--- config.mk ---
export PLATFORM = sky130hd
export DESIGN_NAME = ram_sync_read_master
export DESIGN_NICKNAME = d
export VERILOG_FILES = /design/src/rtl/ram_sync_read_master.sv
export SDC_FILE = /design/constraint.sdc
export NUM_CORES = 1
export LEC_CHECK = 0
export BUFFER_PORTS_ARGS = -buffer_cell sky130_fd_sc_hd__buf_4
export CAP_MARGIN = 10
export CORE_ASPECT_RATIO = 1.2
export CORE_MARGIN = 2
export CORE_UTILIZATION = 40
export CTS_CLUSTER_DIAMETER = 150
export CTS_CLUSTER_SIZE = 12
export DETAILED_ROUTE_END_ITERATION = 7
export PLACE_DENSITY = 0.73
export SETUP_SLACK_MARGIN = 0.02
export SYNTH_ARGS = -nofsm -noshare
export SYNTH_HDL_FRONTEND = slang
export SYNTH_SLANG_ARGS = --single-unit
--- constraint.sdc ---
create_clock -name clock -period 15.05 [get_ports clock]
set_clock_uncertainty 0.05 [all_clocks]
set_input_delay 2.2575 -clock clock [delete_from_list [all_inputs] [get_ports clock]]
set_output_delay 2.2575 -clock clock [all_outputs]
set_load 0.02 [all_outputs]
--- src/rtl/ram_sync_read_master.sv ---
// ram_sync_read_master: bridges a valid/ready request stream (single writes and
// incrementing read bursts) onto a single-port synchronous-read RAM, returning
// read data through a 4-entry response buffer. Read beats are issued only when
// the buffer is guaranteed to have room for them once their data arrives.
module ram_sync_read_master #(
  parameter int AWIDTH = 3,
  parameter int DWIDTH = 32,
  parameter int LWIDTH = 3
) (
  input  logic              clock,
  input  logic              reset,
  input  logic              req_valid,
  output logic              req_ready,
  input  logic              req_we,
  input  logic [AWIDTH-1:0] req_addr,
  input  logic [DWIDTH-1:0] req_wdata,
  input  logic [LWIDTH-1:0] req_len,
  output logic              rsp_valid,
  input  logic              rsp_ready,
  output logic [DWIDTH-1:0] rsp_data,
  output logic              rsp_last,
  output logic              busy,
  output logic [AWIDTH-1:0] ram_addr,
  output logic [DWIDTH-1:0] ram_din,
  output logic              ram_we,
  input  logic [DWIDTH-1:0] ram_dout
);

  typedef enum logic [0:0] {
    IDLE   = 1'b0,
    RBURST = 1'b1
  } state_t;

  state_t            state_q, state_d;
  logic [AWIDTH-1:0] burst_addr_q, burst_addr_d;
  logic [LWIDTH-1:0] remaining_q, remaining_d;
  logic              inflight_q, inflight_d;
  logic              inflight_last_q, inflight_last_d;

  logic [DWIDTH-1:0] fifo_data_q [4];
  logic [3:0]        fifo_last_q;
  logic [1:0]        wr_ptr_q, rd_ptr_q;
  logic [2:0]        count_q;

  logic              credit_ok;
  logic              issue, issue_last;
  logic              push, pop;

  // A beat may be issued only if every beat already buffered or in flight,
  // plus this one, fits in the 4-entry buffer.
  assign credit_ok = ({1'b0, count_q} + {3'b000, inflight_q}) < 4'd4;

  // Burst sequencing: next state, RAM drive and beat issue decisions.
  // Outputs are forced to zero while reset is held.
  always_comb begin
    state_d      = state_q;
    burst_addr_d = burst_addr_q;
    remaining_d  = remaining_q;
    issue        = 1'b0;
    issue_last   = 1'b0;
    req_ready    = 1'b0;
    ram_addr     = '0;
    ram_din      = '0;
    ram_we       = 1'b0;
    if (!reset) begin
      unique case (state_q)
        IDLE: begin
          req_ready = credit_ok;
          ram_addr  = req_addr;
          ram_din   = req_wdata;
          if (req_valid && credit_ok) begin
            if (req_we) begin
              ram_we = 1'b1;
            end else begin
              issue = 1'b1;
              if (req_len == '0) begin
                issue_last = 1'b1;
              end else begin
                burst_addr_d = req_addr + AWIDTH'(1);
                remaining_d  = req_len;
                state_d      = RBURST;
              end
            end
          end
        end
        RBURST: begin
          ram_addr = burst_addr_q;
          if (credit_ok) begin
            issue        = 1'b1;
            burst_addr_d = burst_addr_q + AWIDTH'(1);
            remaining_d  = remaining_q - LWIDTH'(1);
            if (remaining_q == LWIDTH'(1)) begin
              issue_last = 1'b1;
              state_d    = IDLE;
            end
          end
        end
        default: state_d = IDLE;
      endcase
    end
  end

  assign inflight_d      = issue;
  assign inflight_last_d = issue_last;

  // Burst control registers and the one-cycle in-flight tag.
  always_ff @(posedge clock or posedge reset) begin
    if (reset) begin
      state_q         <= IDLE;
      burst_addr_q    <= '0;
      remaining_q     <= '0;
      inflight_q      <= 1'b0;
      inflight_last_q <= 1'b0;
    end else begin
      state_q         <= state_d;
      burst_addr_q    <= burst_addr_d;
      remaining_q     <= remaining_d;
      inflight_q      <= inflight_d;
      inflight_last_q <= inflight_last_d;
    end
  end

  assign push = inflight_q;
  assign pop  = rsp_valid & rsp_ready;

  // Response buffer: captures RAM data one cycle after issue; simultaneous
  // push and pop leave the occupancy unchanged.
  always_ff @(posedge clock or posedge reset) begin
    if (reset) begin
      for (int unsigned i = 0; i < 4; i++) begin
        fifo_data_q[i] <= '0;
      end
      fifo_last_q <= '0;
      wr_ptr_q    <= '0;
      rd_ptr_q    <= '0;
      count_q     <= '0;
    end else begin
      if (push) begin
        fifo_data_q[wr_ptr_q] <= ram_dout;
        fifo_last_q[wr_ptr_q] <= inflight_last_q;
        wr_ptr_q              <= wr_ptr_q + 2'd1;
      end
      if (pop) begin
        rd_ptr_q <= rd_ptr_q + 2'd1;
      end
      unique case ({push, pop})
        2'b10:   count_q <= count_q + 3'd1;
        2'b01:   count_q <= count_q - 3'd1;
        default: count_q <= count_q;
      endcase
    end
  end

  assign rsp_valid = (count_q != 3'd0);
  assign rsp_data  = fifo_data_q[rd_ptr_q];
  assign rsp_last  = fifo_last_q[rd_ptr_q];
  assign busy      = (state_q != IDLE) | inflight_q | (count_q != 3'd0);

endmodule

==> impl_metrics.toml <==
[logic_synthesis]
synth_top_area_cell = "dfrtp_1"
yosys.cell_types.count = 34
yosys-top-cells-area = "dfrtp_1 (54%), mux2_2 (22%), mux4_2 (11%)"
synth.avg_cell_area_um2 = 15.2
synth.yosys.warnings = 0
netlist_instances = 453
sequential_fraction_of_the_synthesis_area_pct = 53.8
asyncSetResetFlopFracSynth_pct = 100
synth_area_mm2 = 0.00689
synth_nets = 537
synth_top_flop_cell = "dfrtp_1"
netlist.area_leader.share_pct = 53.8
synth_edf_count = 0
ys_seq_elements = 148

[status]
run_status = "finished, final reports clean"

[drt]
detail_route.drc_violations = 0
route.antenna.remaining_nets = 0
drt-wirelength-per-cell_um = 18.1
drt_pass1_iterations = 4
detailedRoute.firstIterationViolations = 227
viasPerCell = 5.21
route.final.wire_length_um = 15000
dr_total_vias = 4294

[global_routing]
grtUsageTotal_pct = 17.6
first_global_vias = 4889
antenna_found_initial = 0
overflow = 0
grt_max_degree = 77
grt_pass1_wl_um = 24300

[cells_and_area]
syn_to_final_growth_pct = 26.6
diode_count = 0
layout-drive-gt1-share_pct = 59.7
filler_cell_count = 1438
finish.net_count = 679
finish.cell_count_without_fillers = 824
final_core_utilization_pct = 51.8
final_cell_area_mm2 = 0.00872

[sta]
setup_viol = 0
slew_viol_final = 0
finalHoldViolations = 0
worst_slew_pin_slew_ns = 1.03
period_utilisation_layout_pct = 38.0
fin_setup_tns_ns = 0
grt_setup_unrepaired = "false"
post-route-min-period_ns = 5.72
worst_slew_margin_rel_pct = 30.9
fmaxAchievable_mhz = 175

[worst_hold_path]
hp-class = "reg2reg"
beginning_of_the_worst_hold_path = "fifo_data_q[33]"

[die]
fp.dieW_um = 124
floorplan.initialDensity_pct = 40.9
top_level_i_o_count = 147
row_count = 52
core_region_area_mm2 = 0.0169
die_h_um = 148
die_area_mm2 = 0.0183

[clock_network]
tritoncts = "done"
cts-resized-gates = 0
clkTransAtPathRegs_ns = 0.05
number_of_sinks_on_the_clock_net = 148
numCtsBuffers = 17
clockRootBuffer = "clkbuf_16"
htreeDepth = 4
cts_max_path_buffers = 2
cts_setup_buffers = 0
skew_pair_late_insertion_delay_ns = 0.41
holdBufCountCts = 0

[setup_path]
worst_setup_path_end_kind = "output port"
required_ns = 12.74
cp_data_arrival_time_ns = 3.41
startpoint_type = "primary input"
reg2reg_from = "count_q[0]"
launching_element_of_the_worst_setup_path = "reset"
max_fanout_on_critical_path = 34
worst-setup-path-type = "in2out"

[placed_design]
dp_cells = 792
port_buffer_cells = 146
detailed_place_hpwl_um = 10100
place_congestion = 0.813
placed_cell_area_mm2 = 0.00815

[power]
power.static_leakage_nw = 3.88
power_per_cell_area_mw_per_mm2 = 229
vdd.ir_drop.worst_mv = 0.0876

[job]
cap_violations = 0
[where the power goes]
part,leakage (nW),internal (mW),switching [mW]
combinational,1.87,0.481,0.390
sequential,1.73,0.598,0.122
clock,0.272,0.241,0.163
total,3.88,1.32,0.675
[metal layers]
layer  GRT usage [%]  wire (um)  vias up
li1                -          -     1928
met1            19.8       5820     2203
met2            31.5       8130      135
met3            3.51        623       28
met4            8.01        382        0
met5               0          0        -
[final timing paths]
check,slack (ns),end,depth (start not counted)
setup / recovery,9.33,ram_din[21],4
min in group asynchronous,1.91,state_q,2
hold reg to reg,0.45,fifo_data_q[33],1
max in group asynchronous,11.59,fifo_data_q[40],3
hold / removal,0.45,fifo_data_q[33],1
setup reg to reg,12.99,count_q[2],8
[cell usage in the layout (no fill, tap or decap), drive strengths merged, types with 2 or more instances in the layout]
cell type / n
xor2: 5
xnor2: 2
mux4: 33
clkbuf: 21
and2: 35
clkinv: 4
a21oi: 3
or3: 3
nand3: 3
nand2: 9
mux2i: 3
nand4: 2
nand4b: 3
mux2: 136
dfrtp: 148
nor2: 9
buf: 149
clkinvlp: 4
o211ai: 2
ha: 8
a31oi: 2
inv: 14
o21ai: 3
[worst max-delay path, stage by stage]
cell	delay, ns
buf_4	0.14
nor2_2	0.63
and2_1	0.24
buf_4	0.14
[sequential cells by signal (all words and copies together) (netlist names)]
| name | cells |
|---|---|
| fifo_data_q | 128 |
| burst_addr_q | 3 |
| remaining_q | 3 |
| state_q | 1 |
| wr_ptr_q | 2 |
| inflight_last_q | 1 |
| count_q | 3 |
| inflight_q | 1 |
| fifo_last_q | 4 |
| rd_ptr_q | 2 |
[layout make-up]
type / count / area, um^2 / area share [%]
Sequential cell: 148 / 3710 / 42.5
Clock buffer: 21 / 470 / 5.39
Tap cell: 216 / 270 / 3.10
Clock inverter: 11 / 101 / 1.16
Multi-Input combinational cell: 267 / 3000 / 34.4
Inverter: 12 / 50.0 / 0.574
Timing Repair Buffer: 149 / 1120 / 12.8
[logic make-up after synthesis]
group / after synthesis / share of synthesized area, %
multiplexers: 172 / 33.5
flip-flops: 148 / 53.8
AND/OR/NAND/NOR: 68 / 5.98
adder cells (fa/ha/maj): 9 / 1.74
buffers and inverters: 38 / 2.80
AO/OA/AOI/OAI: 11 / 1.36
XOR/XNOR: 7 / 0.890
[Yosys cell counts, types with 3 or more instances]
| library cell | instances |
|---|---|
| buf_4 | 6 |
| mux4_2 | 33 |
| ha_1 | 8 |
| a21oi_1 | 3 |
| mux2i_1 | 3 |
| nand3_1 | 3 |
| and2_1 | 35 |
| nor2_1 | 8 |
| mux2_2 | 136 |
| inv_1 | 12 |
| clkbuf_1 | 3 |
| buf_2 | 16 |
| o21ai_0 | 3 |
| nand2_1 | 8 |
| xor2_1 | 5 |
| dfrtp_1 | 148 |
| nand4b_1 | 3 |
[per-stage QoR]
step           worst slack [ns]  power, mW  hold slack, ns
3_3_place_gp               9.06       1.56           0.431
5_1_grt                    9.14       2.12           0.463
6_report                   9.33       1.99           0.448
2_1_floorplan              6.85       1.31           0.424
3_5_place_dp               8.91       1.62           0.438
4_1_cts                    8.91       2.03           0.452
(Power assumes the default switching activity.)
